--- src/rtl/accum_wr_ctrl.sv ---
// Fill-side controller for the banked accumulator buffer: writes row r of an input stream to address r of every bank.
// Optional zero-fill of the unused tail rows is compiled in with ACCUM_WR_ZERO_FILL_EN.
module accum_wr_ctrl #(
    parameter int SYS_ROW    = 16,
    parameter int DATA_WIDTH = 16,
    parameter int ACCUM_ROW  = 256,
    parameter int ADDR_WIDTH = 8
) (
    input  logic                          clk,
    input  logic                          rst,
    input  logic                          start,
    input  logic [DATA_WIDTH-1:0]         num_row,
    input  logic                          in_valid,
    output logic                          in_ready,
    input  logic [SYS_ROW*DATA_WIDTH-1:0] in_data,
    output logic [SYS_ROW-1:0]            wr_en,
    output logic [ADDR_WIDTH-1:0]         wr_addr,
    output logic [SYS_ROW*DATA_WIDTH-1:0] wr_data,
    output logic                          busy,
    output logic                          done
);

    localparam int CNT_W = $clog2(ACCUM_ROW) + 1;
    localparam int CMP_W = (DATA_WIDTH > CNT_W) ? DATA_WIDTH : CNT_W;
    localparam logic [CNT_W-1:0] ROWS = CNT_W'(ACCUM_ROW);

    typedef enum logic [2:0] {
        IDLE,
        FILL,
`ifdef ACCUM_WR_ZERO_FILL_EN
        ZFILL,
`endif
        FLUSH,
        DONE
    } state_t;

    state_t                        state_q, state_d;
    logic [CNT_W-1:0]              cnt_q, cnt_d;
    logic [CNT_W-1:0]              eff_q, eff_d;
    logic [SYS_ROW-1:0]            wr_en_q, wr_en_d;
    logic [ADDR_WIDTH-1:0]         wr_addr_q, wr_addr_d;
    logic [SYS_ROW*DATA_WIDTH-1:0] wr_data_q, wr_data_d;

    logic [CMP_W-1:0] num_ext;
    logic [CNT_W-1:0] eff_start;
    logic [CNT_W-1:0] cnt_inc;
    logic             accept;

    // Compare at the wider of the two widths so num_row is never truncated before clamping.
    always_comb begin
        num_ext   = CMP_W'(num_row);
        eff_start = (num_ext > CMP_W'(ACCUM_ROW)) ? ROWS : CNT_W'(num_ext);
        cnt_inc   = cnt_q + CNT_W'(1);
        accept    = in_valid & in_ready;
    end

    always_ff @(posedge clk or posedge rst) begin
        if (rst) begin
            state_q   <= IDLE;
            cnt_q     <= '0;
            eff_q     <= '0;
            wr_en_q   <= '0;
            wr_addr_q <= '0;
            wr_data_q <= '0;
        end else begin
            state_q   <= state_d;
            cnt_q     <= cnt_d;
            eff_q     <= eff_d;
            wr_en_q   <= wr_en_d;
            wr_addr_q <= wr_addr_d;
            wr_data_q <= wr_data_d;
        end
    end

    always_comb begin
        state_d   = state_q;
        cnt_d     = cnt_q;
        eff_d     = eff_q;
        wr_en_d   = '0;
        wr_addr_d = wr_addr_q;
        wr_data_d = wr_data_q;
        unique case (state_q)
            IDLE: begin
                if (start) begin
                    eff_d = eff_start;
                    cnt_d = '0;
                    if (eff_start != '0) begin
                        state_d = FILL;
                    end else begin
`ifdef ACCUM_WR_ZERO_FILL_EN
                        state_d = ZFILL;
`else
                        state_d = DONE;
`endif
                    end
                end
            end
            FILL: begin
                if (accept) begin
                    wr_en_d   = '1;
                    wr_addr_d = ADDR_WIDTH'(cnt_q);
                    wr_data_d = in_data;
                    cnt_d     = cnt_inc;
                    if (cnt_inc == eff_q) begin
`ifdef ACCUM_WR_ZERO_FILL_EN
                        state_d = (eff_q < ROWS) ? ZFILL : FLUSH;
`else
                        state_d = FLUSH;
`endif
                    end
                end
            end
`ifdef ACCUM_WR_ZERO_FILL_EN
            ZFILL: begin
                wr_en_d   = '1;
                wr_addr_d = ADDR_WIDTH'(cnt_q);
                wr_data_d = '0;
                cnt_d     = cnt_inc;
                if (cnt_inc == ROWS) begin
                    state_d = FLUSH;
                end
            end
`endif
            FLUSH:   state_d = DONE;
            DONE:    state_d = IDLE;
            default: state_d = IDLE;
        endcase
    end

    always_comb begin
        in_ready = (state_q == FILL) && (cnt_q < eff_q);
        done     = (state_q == DONE);
`ifdef ACCUM_WR_ZERO_FILL_EN
        busy     = (state_q == FILL) || (state_q == ZFILL) || (state_q == FLUSH);
`else
        busy     = (state_q == FILL) || (state_q == FLUSH);
`endif
        wr_en    = wr_en_q;
        wr_addr  = wr_addr_q;
        wr_data  = wr_data_q;
    end

endmodule

--- config.mk ---
export PLATFORM = sky130hd
export DESIGN_NAME = accum_wr_ctrl
export DESIGN_NICKNAME = d
export VERILOG_FILES = /design/src/rtl/accum_wr_ctrl.sv
export SDC_FILE = /design/constraint.sdc
export NUM_CORES = 1
export LEC_CHECK = 0
export ABC_AREA = 0
export BUFFER_PORTS_ARGS = -buffer_cell sky130_fd_sc_hd__buf_2
export CAP_MARGIN = 20
export CORE_AREA = 2 2 220 222
export CTS_CLUSTER_DIAMETER = 200
export DETAILED_ROUTE_END_ITERATION = 8
export DIE_AREA = 0 0 222 224
export PLACE_DENSITY = 0.54
export SETUP_SLACK_MARGIN = 0.3
export SYNTH_ARGS = -nofsm -noshare
export SYNTH_HDL_FRONTEND = slang
export SYNTH_SLANG_ARGS = --single-unit
export TNS_END_PERCENT = 1
--- constraint.sdc ---
create_clock -name clk -period 9.2 [get_ports clk]
set_input_delay 1.38 -clock clk [delete_from_list [all_inputs] [get_ports clk]]
set_output_delay 1.38 -clock clk [all_outputs]
set_load 0.02 [all_outputs]
==> results of run 1 <==
==> sequential cells by signal (all words and copies together), names as in the netlist <==
register	count
wr_en	1
state_q	2
wr_data	256
wr_addr	8
eff_q	9
cnt_q	9
==> stage by stage <==
stage | area, µm² | hold slack (ps) | instances | worst slack, ps | total power, W
final | 16010 | 464.1 | 2480 | 4430 | 0.005952
after CTS | 15980 | 470.8 | 2477 | 4424 | 0.006031
after global routing | 16010 | 484.4 | 2479 | 3988 | 0.006384
after floorplan | 11690 | 477.3 | 1323 | 4043 | 0.003752
after global placement | 14910 | 453.5 | 2417 | 4231 | 0.004644
after detailed placement | 14910 | 456.2 | 2417 | 4132 | 0.004696
==> cells in the mapped netlist, types with 6 or more instances <==
library cell / count / area share [%]
buf_2: 33 / 1.4
o21ai_0: 18 / 0.77
dfrtp_1: 285 / 61
inv_1: 16 / 0.51
nand2_1: 787 / 25
buf_4: 17 / 1.1
ha_1: 15 / 1.6
nand3_1: 6 / 0.26
mux2_2: 6 / 0.58
a22o_1: 9 / 0.67
nor3_1: 6 / 0.26
nor2_1: 14 / 0.45
clkbuf_1: 36 / 1.2
==> worst max-delay path: cells and delay by family (launching register included) <==
kind	cells	cell delay, ps
AOI/OAI and AO/OA	2	1020
and+or+nand+nor	4	1130
DFF	1	590
adders and majority gates	1	330
buffers and inverters	2	1530
==> final cells by class <==
class / instances / area [µm²]
Fill cell: 4962 / 31340
Tap cell: 615 / 769.5
Sequential cell: 285 / 7132
Timing Repair Buffer: 566 / 2885
Multi-Input combinational cell: 936 / 4078
Inverter: 16 / 71.32
Antenna cell: 2 / 5.005
Clock buffer: 52 / 1022
Clock inverter: 8 / 46.29
==> kinds of logic (layout without fill, tap and decap cells) <==
kind of cell | after synthesis | after routing | synth area share [%]
AND/OR/NAND/NOR | 843 | 843 | 28.07
flip-flops | 285 | 285 | 61.01
buffers and inverters | 102 | 642 | 4.174
AO/OA/AOI/OAI | 63 | 63 | 3.843
adder cells (fa/ha/maj) | 15 | 15 | 1.605
multiplexers | 10 | 10 | 0.9204
XOR/XNOR | 5 | 5 | 0.3747
other | 0 | 2 | 0
==> metal layers <==
| layer | vias to the layer above | part of all wire (%) |
|---|---|---|
| li1 | 5153 | - |
| met1 | 4993 | 41 |
| met2 | 420 | 49 |
| met3 | 56 | 8.1 |
| met4 | 4 | 2.2 |
| met5 | - | 0.055 |
==> how the worst max path moves through the flow <==
stage | slack, ps | endpoint | startpoint
after floorplan | 4040 | cnt_q[0]$_DFFE_PP0P_ | rst
after CTS | 4420 | wr_data[146]$_DFFE_PP0P_ | cnt_q[4]$_DFFE_PP0P_
after global routing | 3990 | wr_data[146]$_DFFE_PP0P_ | cnt_q[4]$_DFFE_PP0P_
after detailed placement | 4130 | wr_data[146]$_DFFE_PP0P_ | in_valid
after global placement | 4230 | wr_data[146]$_DFFE_PP0P_ | in_valid
final | 4430 | wr_data[146]$_DFFE_PP0P_ | cnt_q[4]$_DFFE_PP0P_
==> power by group through the flow <==
stage / Sequential (W) / Combinational (W) / Clock [W]
after global placement: 0.00211 / 0.00253 / 0
after global routing: 0.00218 / 0.00281 / 0.00140
final: 0.00211 / 0.00254 / 0.00129
after detailed placement: 0.00212 / 0.00257 / 0
after floorplan: 0.00275 / 0.00101 / 0
after CTS: 0.00212 / 0.00257 / 0.00134
==> summary by stage, run 1 <==
Outcome
The flow ran to the end, and the final reports show no timing, DRC or antenna violations.

Global route
The met1 track demand over resource is 18.39%. The met3 usage in global routing is 4.774%. The number of global-route vias before repair is 10,610. The routing usage on met2 is 25.17%.

The number of antenna violations at the first check in global routing is 4. Global routing used 14.98% of the available tracks. Entering global routing, the biggest net connects 161 pins. The first global-routing pass estimated 59.44 mm of wire. For this run the aggregate overflow at the end of global routing stands at 0. The busiest layer in global routing is met2.

Hold path
Counting instances, the worst hold path has a depth of 2. The worst-case hold path end point is wr_data[188]$_DFFE_PP0P_. The class of the tightest hold or removal check is flop to flop.

In this run the most critical hold path is launched from wr_data[188]$_DFFE_PP0P_.

Placement
The count of input and output buffers is 558. The HPWL after detailed placement is 27.49 mm. The final RePlAce weighted congestion is 0.8100.

Route
The routed design has 38.38 mm of wire. After detailed routing, the number of remaining DRC violations is 0. Dividing the detail-routed via count by the number of cells gives 4.285. The number of nets still failing antenna checks after routing is 0. After the first detailed-routing iteration, the DRC count stood at 674. After detailed routing, the average wire length per cell comes to 15.48 µm. The routed layout has 10,630 vias. The first detailed-routing pass ran for 7 iterations.

Pwr
Of the total power, the clock network draws 21.7%. The switching power of the nets is 0.002598 W. The maximum ir drop on the vdd rail is 0.1849 mV. The part of the total power dissipated in combinational logic is 42.8%. The total power density per cell area is 371.8 mW/mm². The fraction of power consumed by sequential logic is 35.5%. The leakage power total is 9.227 nW. In this run switching power makes up 43.65% of total power. The internal portion of total power is 0.003354 W.

Setup path
The startpoint identified for the worst register-to-register timing path is cnt_q[4]$_DFFE_PP0P_. The reg-to-reg critical path endpoint is wr_data[146]$_DFFE_PP0P_. The setup slack on the worst flop-to-flop path is 4430 ps. Walking the worst path, the cells encountered are ha_1, a211oi_1, nand2_1, o21bai_1, nand2_4, inv_8, buf_4, nand2_1, nand2_1.

The kind of launch point of the worst setup path is a flop. By instance count, the cell type seen most on the critical path is nand2_1. The element type at the critical path end is a flop. The kind of critical path is flop to flop. Data on the critical path is required at its endpoint by 9650 ps. The critical path's slowest cell is buf_4. The maximum fanout along the worst path is 99. The cell count of the worst reg-to-reg path is 9.

For the worst setup path, the data arrival time is 5220 ps. The peak per-stage delay on the critical path is 850 ps.

Floorplan
The total core area is 0.04735 mm². For this configuration, the core starts out at a cell density of 24.69%. The initialized floorplan defines 80 standard-cell rows. The full die area is 0.04973 mm². From bottom edge to top edge, the die measures 224 µm. The number of primary I/O pins is 559. The floorplan step set the die width to 222 µm.

Timing
The worst path needs 4770 ps of the cycle, external delays included. The final worst-path cycle share is 51.85%. At the pin with the least slew margin, the transition time is 1026 ps. The number of max-slew violations in the final report came to 0. The summed negative setup slack over all endpoints is 0 ps.

Measured against its own limit, the worst slew margin works out to 31.60%. Between clock sinks in the finished design, the worst skew comes to 10.02 ps. Setup repair after global routing left no endpoint under its margin. Setup violations remaining at the end of the flow were counted as 0. The number of hold violations in the final report came to 0. Static timing analysis puts the maximum clock frequency at 0.2096 GHz.

Clocking
The number of gates resized after CTS was 0. The buffer count from post-CTS setup fixing is 0. The number of sinks driven by the clock tree is 285.

The TritonCTS clock tree is yes. After clock tree synthesis, the flow added hold-fix buffers numbering 0. Clock-pin slew was measured on the worst setup and hold paths at 60 ps. The maximum clock path buffer count is 3. The depth of the CTS H-tree is 2. The worst-skew pair later-pin latency is 520 ps. The CTS buffer count is 34. The root cell of the clock tree is clkbuf_16.

Run
Across the run, the number of max-cap violations was 0.

Layout
From synthesis to final layout, the design area changed by 36.95%. At the end of the flow, the number of nets in the layout was 2,130. The library cell used most frequently in the layout, excluding fill and tap cells, is nand2_1. Cells with a size suffix above 1 make up 33.76% of the layout.

The library cells used most frequently in the layout, excluding fill and tap cells, are 786 x nand2_1, 558 x buf_2, 285 x dfrtp_1, 37 x clkbuf_16, 18 x o21ai_0. Cells fill 33.81% of the core in the end.

Synth
The post-synthesis cell count is 1,323. The count of unique library cells instantiated by Yosys is 43. Yosys mapped a number of flops with a built-in enable equal to 0. The most used flip-flop cell after synthesis is dfrtp_1.

The number of warnings reported in the yosys synthesis log is 0. The register area share after synthesis is 61.01%. Of all flip-flops after synthesis, the portion carrying an async set or reset was 100.0%.

The mean area per synthesized cell is 8.836 µm². The post-synthesis net count is 1,614. The area of the mapped netlist is 0.01169 mm². Counting flops and latches in the post-synthesis netlist gives 285.
Note: power is estimated with default switching activity, not from simulation.
==> run 2, diff against run 1 <==
--- a/config.mk
+++ b/config.mk
@@ -12,7 +12,7 @@
 export CTS_CLUSTER_DIAMETER = 200
 export DETAILED_ROUTE_END_ITERATION = 8
 export DIE_AREA = 0 0 222 224
-export PLACE_DENSITY = 0.54
+export PLACE_DENSITY = 0.52
 export SETUP_SLACK_MARGIN = 0.3
 export SYNTH_ARGS = -nofsm -noshare
 export SYNTH_HDL_FRONTEND = slang
==> constraint.sdc (replaced) <==
create_clock -name clk -period 4.74 [get_ports clk]
set_input_delay 0.711 -clock clk [delete_from_list [all_inputs] [get_ports clk]]
set_output_delay 0.711 -clock clk [all_outputs]
set_load 0.02 [all_outputs]
==> summary by stage, run 2 (synthesized netlist as in run 1, its figures left out) <==
Clocking
The CTS buffer count is 34. TritonCTS built the clock tree. The clock transition at the registers of the reported paths is 60 ps. The depth of the CTS H-tree is 2. The post-cts gate resize count is 0. The number of sinks driven by the clock tree is 285. In this run the deepest clock path goes through 3 buffers. Clock tree synthesis selected as its root buffer the cell clkbuf_16. At the later pin of the worst-skew pair, clock insertion delay measures 540 ps. Once the clock tree was built, the setup fixing pass inserted 0 buffers.

The count of hold buffers inserted by post-cts repair is 0.

Floorplan
The horizontal extent of the die is 222 µm. The total core area is 0.04735 mm². The total number of placement rows is 80.

The number of primary I/O pins is 559. Once the floorplan was initialized, standard cells occupied 24.69% of the core. The full die area is 0.04973 mm². In this run the vertical extent of the chip is 224 µm.

Placement
The count of placed standard cells including taps is 2,427. The HPWL after detailed placement is 27.75 mm. The count of input and output buffers is 558.

The final RePlAce weighted congestion is 0.8497. After detailed placement, the total cell area comes to 0.01506 mm².

Layout
The final design utilization is 34.02%. The most common library cell in the layout ignoring fill and taps is nand2_1. In the final layout, the multi-input gates occupy 0.004078 mm². The fraction of layout cells with a size suffix above 1 is 34.08%. The final-stage net count is 2,139. In the final layout, flip-flops and latches occupy 0.007132 mm². The finished cells cover 0.01611 mm².

The number of filler cells placed in the layout is 5,039. The register with the most flip-flops in the layout has 256 of them. Leaving out fill and tap cells, the most frequent cells in the layout are 786 x nand2_1, 558 x buf_2, 285 x dfrtp_1, 34 x clkbuf_16, 18 x o21ai_0.

The final instance count without filler cells is 2,486. Relative to the synthesized area, the layout overhead comes to 37.78%.

Timing
Derived from the worst setup path, the maximum achievable clock frequency is 0.2821 GHz. For the finished layout, the period the worst path requires is 3544 ps. Setup violations remaining at the end of the flow were counted as 0. The final worst-path cycle share is 74.77%. Measured against its own limit, the worst slew margin works out to 30.10%. The slew at the pin with the worst max-slew slack is 1049 ps.

For the final database, setup skew stands at 13.51 ps. The number of hold violations in the final report came to 0. Setup repair after global routing left no endpoint under its margin.

Summed over all failing endpoints, the final setup total negative slack is 0 ps. The number of max-slew violations in the final report is 0.

Hold path
The class of the tightest hold or removal check is primary input to asynchronous set/reset pin.

Pwr
The leakage power total is 9.279 nW. Across the VDD grid, the largest voltage drop is 0.3266 mV. Summing internal, switching and leakage power gives 0.01156 W. Dividing total power by cell area gives a power density of 717.5 mW/mm².

Global route
Entering global routing, the biggest net connects 180 pins. The first global-routing pass estimated 58.91 mm of wire. Global routing finished with a remaining overflow of 0. The number of global-route vias before repair is 10,620.

Global routing used 14.81% of the available tracks across all layers. The number of antenna violations at the first check in global routing is 8.

Setup path
The peak per-stage delay on the critical path is 840 ps. The data arrival time of the worst path is 4010 ps. The slowest stage of the critical path is the buf_4 cell. The number of gates on the worst path with buffers counted is 9. The kind of launch point of the worst setup path is a flop. Among the stages of the critical path, the cell type that occurs most often is nand2_1. The kind of critical path is flop to flop. The critical path contains buffers and inverters numbering 2 combined. The element type at the critical path end is a flop. The cell count of the worst reg-to-reg path is 9. Of all nets on the critical path, the largest fanout is 179. The gate family responsible for the most delay along the worst path is buffers and inverters. The signal on the critical path passes through ha_1, o211ai_1, a21oi_1, o21bai_1, nand2_4, buf_12, buf_4, nand2_1, nand2_1. For the worst setup path, the data required time is 5200 ps.

Route
The via count is 10,640. The number of nets still failing antenna checks after routing is 0. In the routed layout, each cell is associated on average with a via count of 4.279. The post-detailed-routing wire length is 38.15 mm. The number of remaining DRC errors is 0.

The first detailed-routing pass took 6 iterations. Dividing the detail-routed wire length by the instance count gives 15.35 µm. After the first detailed-routing iteration, the DRC count stood at 629.

Run
The tool flagged a number of max-cap violations equal to 0.

Outcome
The run finished with clean final reports.
[run 2: cell count changes in the layout (fill, tap and decap cells not counted), sizes merged]
cell	before	now
buf	566	575
inv	16	17
clkinvlp	2	1
clkbuf	52	51
clkinv	6	4
[run 2: final timing paths]
kind,startpoint,slack [ps],endpoint
max,cnt_q[4]$_DFFE_PP0P_,1200,wr_data[141]$_DFFE_PP0P_
min,rst,330,wr_data[152]$_DFFE_PP0P_
max reg2reg,cnt_q[4]$_DFFE_PP0P_,1200,wr_data[141]$_DFFE_PP0P_
min reg2reg,wr_data[195]$_DFFE_PP0P_,470,wr_data[195]$_DFFE_PP0P_
max in group asynchronous,rst,3300,wr_data[62]$_DFFE_PP0P_
min in group clk,in_data[18],360,wr_data[18]$_DFFE_PP0P_
[run 2: per-layer routing]
metal	wire, µm	GRT usage (%)	up-vias	share of wire [%]
met1	15920	18.24	4991	42
li1	-	-	5165	-
met3	2862	4.551	82	7.5
met4	1124	5.209	12	2.9
met5	85	0	-	0.22
met2	18160	24.58	388	48
[run 2: final cells by class]
class / instances / area share (%)
tap: 615 / 4.777
clock buffer: 51 / 6.176
multi-input combinational: 936 / 25.32
antenna: 2 / 0.03107
timing repair buffer: 575 / 18.67
inverter: 16 / 0.4428
sequential: 285 / 44.28
clock inverter: 6 / 0.3030
[run 2: metrics by stage]
step,worst slack (ps),hold WS (ps)
after floorplan,251.8,477.3
after global placement,1256,453.3
after detailed placement,1198,456.5
after CTS,1155,320.1
after global routing,817.6,340.5
final,1196,331.0
[run 2: power breakdown]
part,switching [W],internal [W]
combinational,0.00342,0.00156
clock,0.00104,0.00145
sequential,0.000592,0.00350
total,0.00505,0.00651
==> run 3, diff against run 2 <==
--- a/config.mk
+++ b/config.mk
@@ -5,7 +5,7 @@
 export SDC_FILE = /design/constraint.sdc
 export NUM_CORES = 1
 export LEC_CHECK = 0
-export ABC_AREA = 0
+export ABC_AREA = 1
 export BUFFER_PORTS_ARGS = -buffer_cell sky130_fd_sc_hd__buf_2
 export CAP_MARGIN = 20
 export CORE_AREA = 2 2 220 222
==> constraint.sdc (replaced) <==
create_clock -name clk -period 3.7 [get_ports clk]
set_input_delay 0.555 -clock clk [delete_from_list [all_inputs] [get_ports clk]]
set_output_delay 0.555 -clock clk [all_outputs]
set_load 0.02 [all_outputs]
==> summary by stage, run 3 <==
Outcome
The run finished with clean final reports.

Global route
The first global-routing pass estimated 58.31 mm of wire. The total global routing track utilization is 14.65%. The number of antenna violations at the first check in global routing came to 2. The overall overflow remaining after global route is 0. The maximum number of pins on one net before global-route repair is 139. The number of global-route vias before repair came to 10,460.

Placement
The count of input and output buffers is 558. The placed wire-length estimate after detailed placement is 27.54 mm. The final RePlAce weighted congestion is 0.8198.

Summing all placed instances gives a cell area of 0.01499 mm². Counting tap cells, the placed design contains a total of 2,483 instances.

Synth
The post-synthesis cell count is 1,367. In the post-synthesis netlist, the biggest area contributors are dfrtp_1 61%, nand2_1 27%, buf_4 3.5%, ha_1 1.6%, nand3_1 1.6%. The flip-flop and latch count after synthesis is 285. The commonest cells after synthesis are 856 x nand2_1, 285 x dfrtp_1, 54 x buf_4. The mean area per synthesized cell is 8.574 µm². The number of warnings reported in the yosys synthesis log is 0. Of the post-synthesis cell area, the dominant cell type holds 60.85%. By instance count, the leading cell after synthesis is nand2_1. The count of unique library cells instantiated by Yosys is 25. The post-synthesis net count is 1,658. The dominant cell type by area after synthesis is dfrtp_1. The register area share after synthesis is 60.85%. The cell area that synthesis handed to floorplanning was 0.01172 mm².

In the synthesized netlist the dominant register cell turns out to be dfrtp_1. The count of flip-flops with a built-in enable after synthesis is 0. The post-synthesis async set-or-reset flop share is 100.0%.

Clocking
After clock tree synthesis, the setup repair step added 0 buffers. The depth of the CTS H-tree is 2. Buffers inserted to repair hold after CTS numbered 0. The clock transition at the registers of the reported paths is 50 ps. The worst-skew pair later-pin latency is 530 ps. The longest clock path from root to sink contains 3 buffers. The CTS buffer count is 35. The root cell of the clock tree is clkbuf_16. The post-cts gate resize count is 0. The TritonCTS clock tree is yes. CTS saw 285 sinks.

Pwr
Net switching is 42.71% of the power. The maximum ir drop on the vdd rail is 0.3583 mV. The completed layout was analyzed and its total power is 0.01464 W.

Sequential cells burn 35.5% of the power. The share of total power dissipated in combinational logic is 41.7%. Dividing total power by cell area gives a power density of 908.8 mW/mm². For this design the total switching power over the nets is 0.006252 W. The internal portion of the total power is 0.008387 W. The clock network accounts for 22.8% of the total power. The analysis attributes to cell leakage a power of 9.453 nW.

Setup path
The worst register-to-register path ends at wr_data[184]$_DFFE_PP0P_. The data required time of the critical path is 3140 ps. The first element of the critical path is cnt_q[2]$_DFFE_PP0P_. STA classifies the critical path startpoint as a flop. The maximum fanout along the worst path is 8.

The timing endpoint of the critical path is in_ready. STA classifies the critical path endpoint as an output pin. The worst register-to-register path begins at cnt_q[2]$_DFFE_PP0P_. Data arrives at the worst endpoint at 2060 ps. The critical path is of the flop to output pin type. The setup slack on the worst flop-to-flop path is 1250 ps. The cell count of the worst reg-to-reg path is 9.

Timing
The relative slew slack is 41.35%. The number of hold violations in the final report is 0. The worst-case hold slack is 212.2 ps. The upper clock frequency limit is 0.3826 GHz.

The total setup violations reported at the end of the flow is 0. The smallest clock period supported by the final layout is computed as 2614 ps. The number of max-slew violations in the final report is 0. The setup clock skew after layout is 13.32 ps. The final critical path takes up 70.64% of the cycle. After routing, the total negative slack on setup checks comes to 0 ps. For the pin with the worst max-slew slack, the measured transition is 878.0 ps. Setup repair after global routing left no endpoint under its margin.

Layout
The number of flip-flops in the largest register is 256. Summing all multi-input logic gate instances after layout gives 0.003934 mm². After routing the design area is 0.01611 mm². Cells with a size suffix above 1 make up 33.33% of the layout. The final instance count without filler cells is 2,542.

In the layout the commonest cells are 856 x nand2_1, 558 x buf_2, 285 x dfrtp_1, 37 x nand3_1, 37 x clkbuf_16. In the final design database the tool counted 2,196 nets. Summing all flip-flop and latch instances after layout gives 0.007132 mm². The number of filler cells placed in the layout is 5,018. The synthesis-to-finish area growth is 37.44%.

The most common library cell in the layout ignoring fill and taps is nand2_1.

Route
The post-detailed-routing wire length is 37.35 mm. Once detail routing completed, the nets flagged for antenna violations numbered 0. The number of remaining DRC errors is 0. The post-detailed-route wirelength per cell is 14.69 µm. The first detailed-routing pass ran for 5 iterations. Detailed routing inserted a total of 10,630 vias. The detailed-route vias per instance is 4.181. After the first detailed-routing iteration, the DRC count stood at 607.

Floorplan
The die is 224 µm tall. The total area inside the core boundary comes to 0.04735 mm². For this configuration, the core starts out at a cell density of 24.75%. The total number of placement rows is 80.

The full die area is 0.04973 mm². 559 I/O pins were placed. The horizontal extent of the die is 222 µm.

Hold path
The class of the tightest hold or removal check is primary input to asynchronous set/reset pin.

Run
The max capacitance violation total is 0.
run 3: cell types whose count changed in the layout (fill, tap and decap cells not counted), sizes merged, moves of 6 or more:
cell	delta
a22o	-9
inv	+17
mux2	-6
nand2	+73
nand3	+31
nor2	+12
run 3: critical path, cell delays in order (launching register included):
cell	delay [ps]
dfrtp_1	480
ha_1	350
a21oi_1	130
o21ai_1	70
nand2_1	120
nand4_4	110
inv_1	120
buf_2	170
run 3: cell families (layout without fill, tap and decap cells):
group           after synthesis  in the layout  synth area share [%]
buf+inv                     110            669                 5.584
flops                       285            285                 60.85
other cells                   0              1                     0
fa+ha+maj                    15             15                 1.601
simple gates                930            930                 30.74
compound gates               27             27                 1.228
run 3: layout make-up:
type,instances,area share [%]
Antenna cell,1,0.01554
Clock buffer,51,6.509
Multi-Input combinational cell,972,24.42
Tap cell,615,4.777
Sequential cell,285,44.28
Timing Repair Buffer,576,18.72
Clock inverter,7,0.3961
Inverter,35,0.8855
run 3: layer usage:
| layer | GRT usage (%) | vias up | wire length, µm |
|---|---|---|---|
| met5 | 0 | - | 0 |
| met4 | 5.100 | 0 | 985 |
| met3 | 4.053 | 71 | 2471 |
| met2 | 25.19 | 358 | 18250 |
| met1 | 17.62 | 4977 | 15650 |
| li1 | - | 5221 | - |
run 3: worst min path at each step:
stage                        startpoint                        to  slack [ps]  depth (start not counted)
2_1_floorplan      eff_q[0]$_DFFE_PP0P_      eff_q[0]$_DFFE_PP0P_         450                          2
3_3_place_gp   wr_data[249]$_DFFE_PP0P_  wr_data[249]$_DFFE_PP0P_         450                          2
3_5_place_dp   wr_data[210]$_DFFE_PP0P_  wr_data[210]$_DFFE_PP0P_         450                          2
4_1_cts                     in_data[75]   wr_data[75]$_DFFE_PP0P_         180                          3
5_1_grt                     in_data[48]   wr_data[48]$_DFFE_PP0P_         200                          3
6_report                            rst  wr_data[192]$_DFFE_PP0P_         210                          2
run 3: stage by stage:
step	util, %	setup slack (ps)
finish	34.02	1086
global route	34.02	937.3
floorplan	-	-632.2
CTS	34.02	1052
detailed placement	31.67	1243
global placement	31.67	1307
run 3: power by group through the flow:
stage / logic [W] / registers, W / clock network [W]
after floorplan: 0.00241 / 0.00681 / 0
after global placement: 0.00614 / 0.00520 / 0
after detailed placement: 0.00622 / 0.00523 / 0
after CTS: 0.00621 / 0.00520 / 0.00345
after global routing: 0.00673 / 0.00537 / 0.00358
final: 0.00611 / 0.00520 / 0.00334
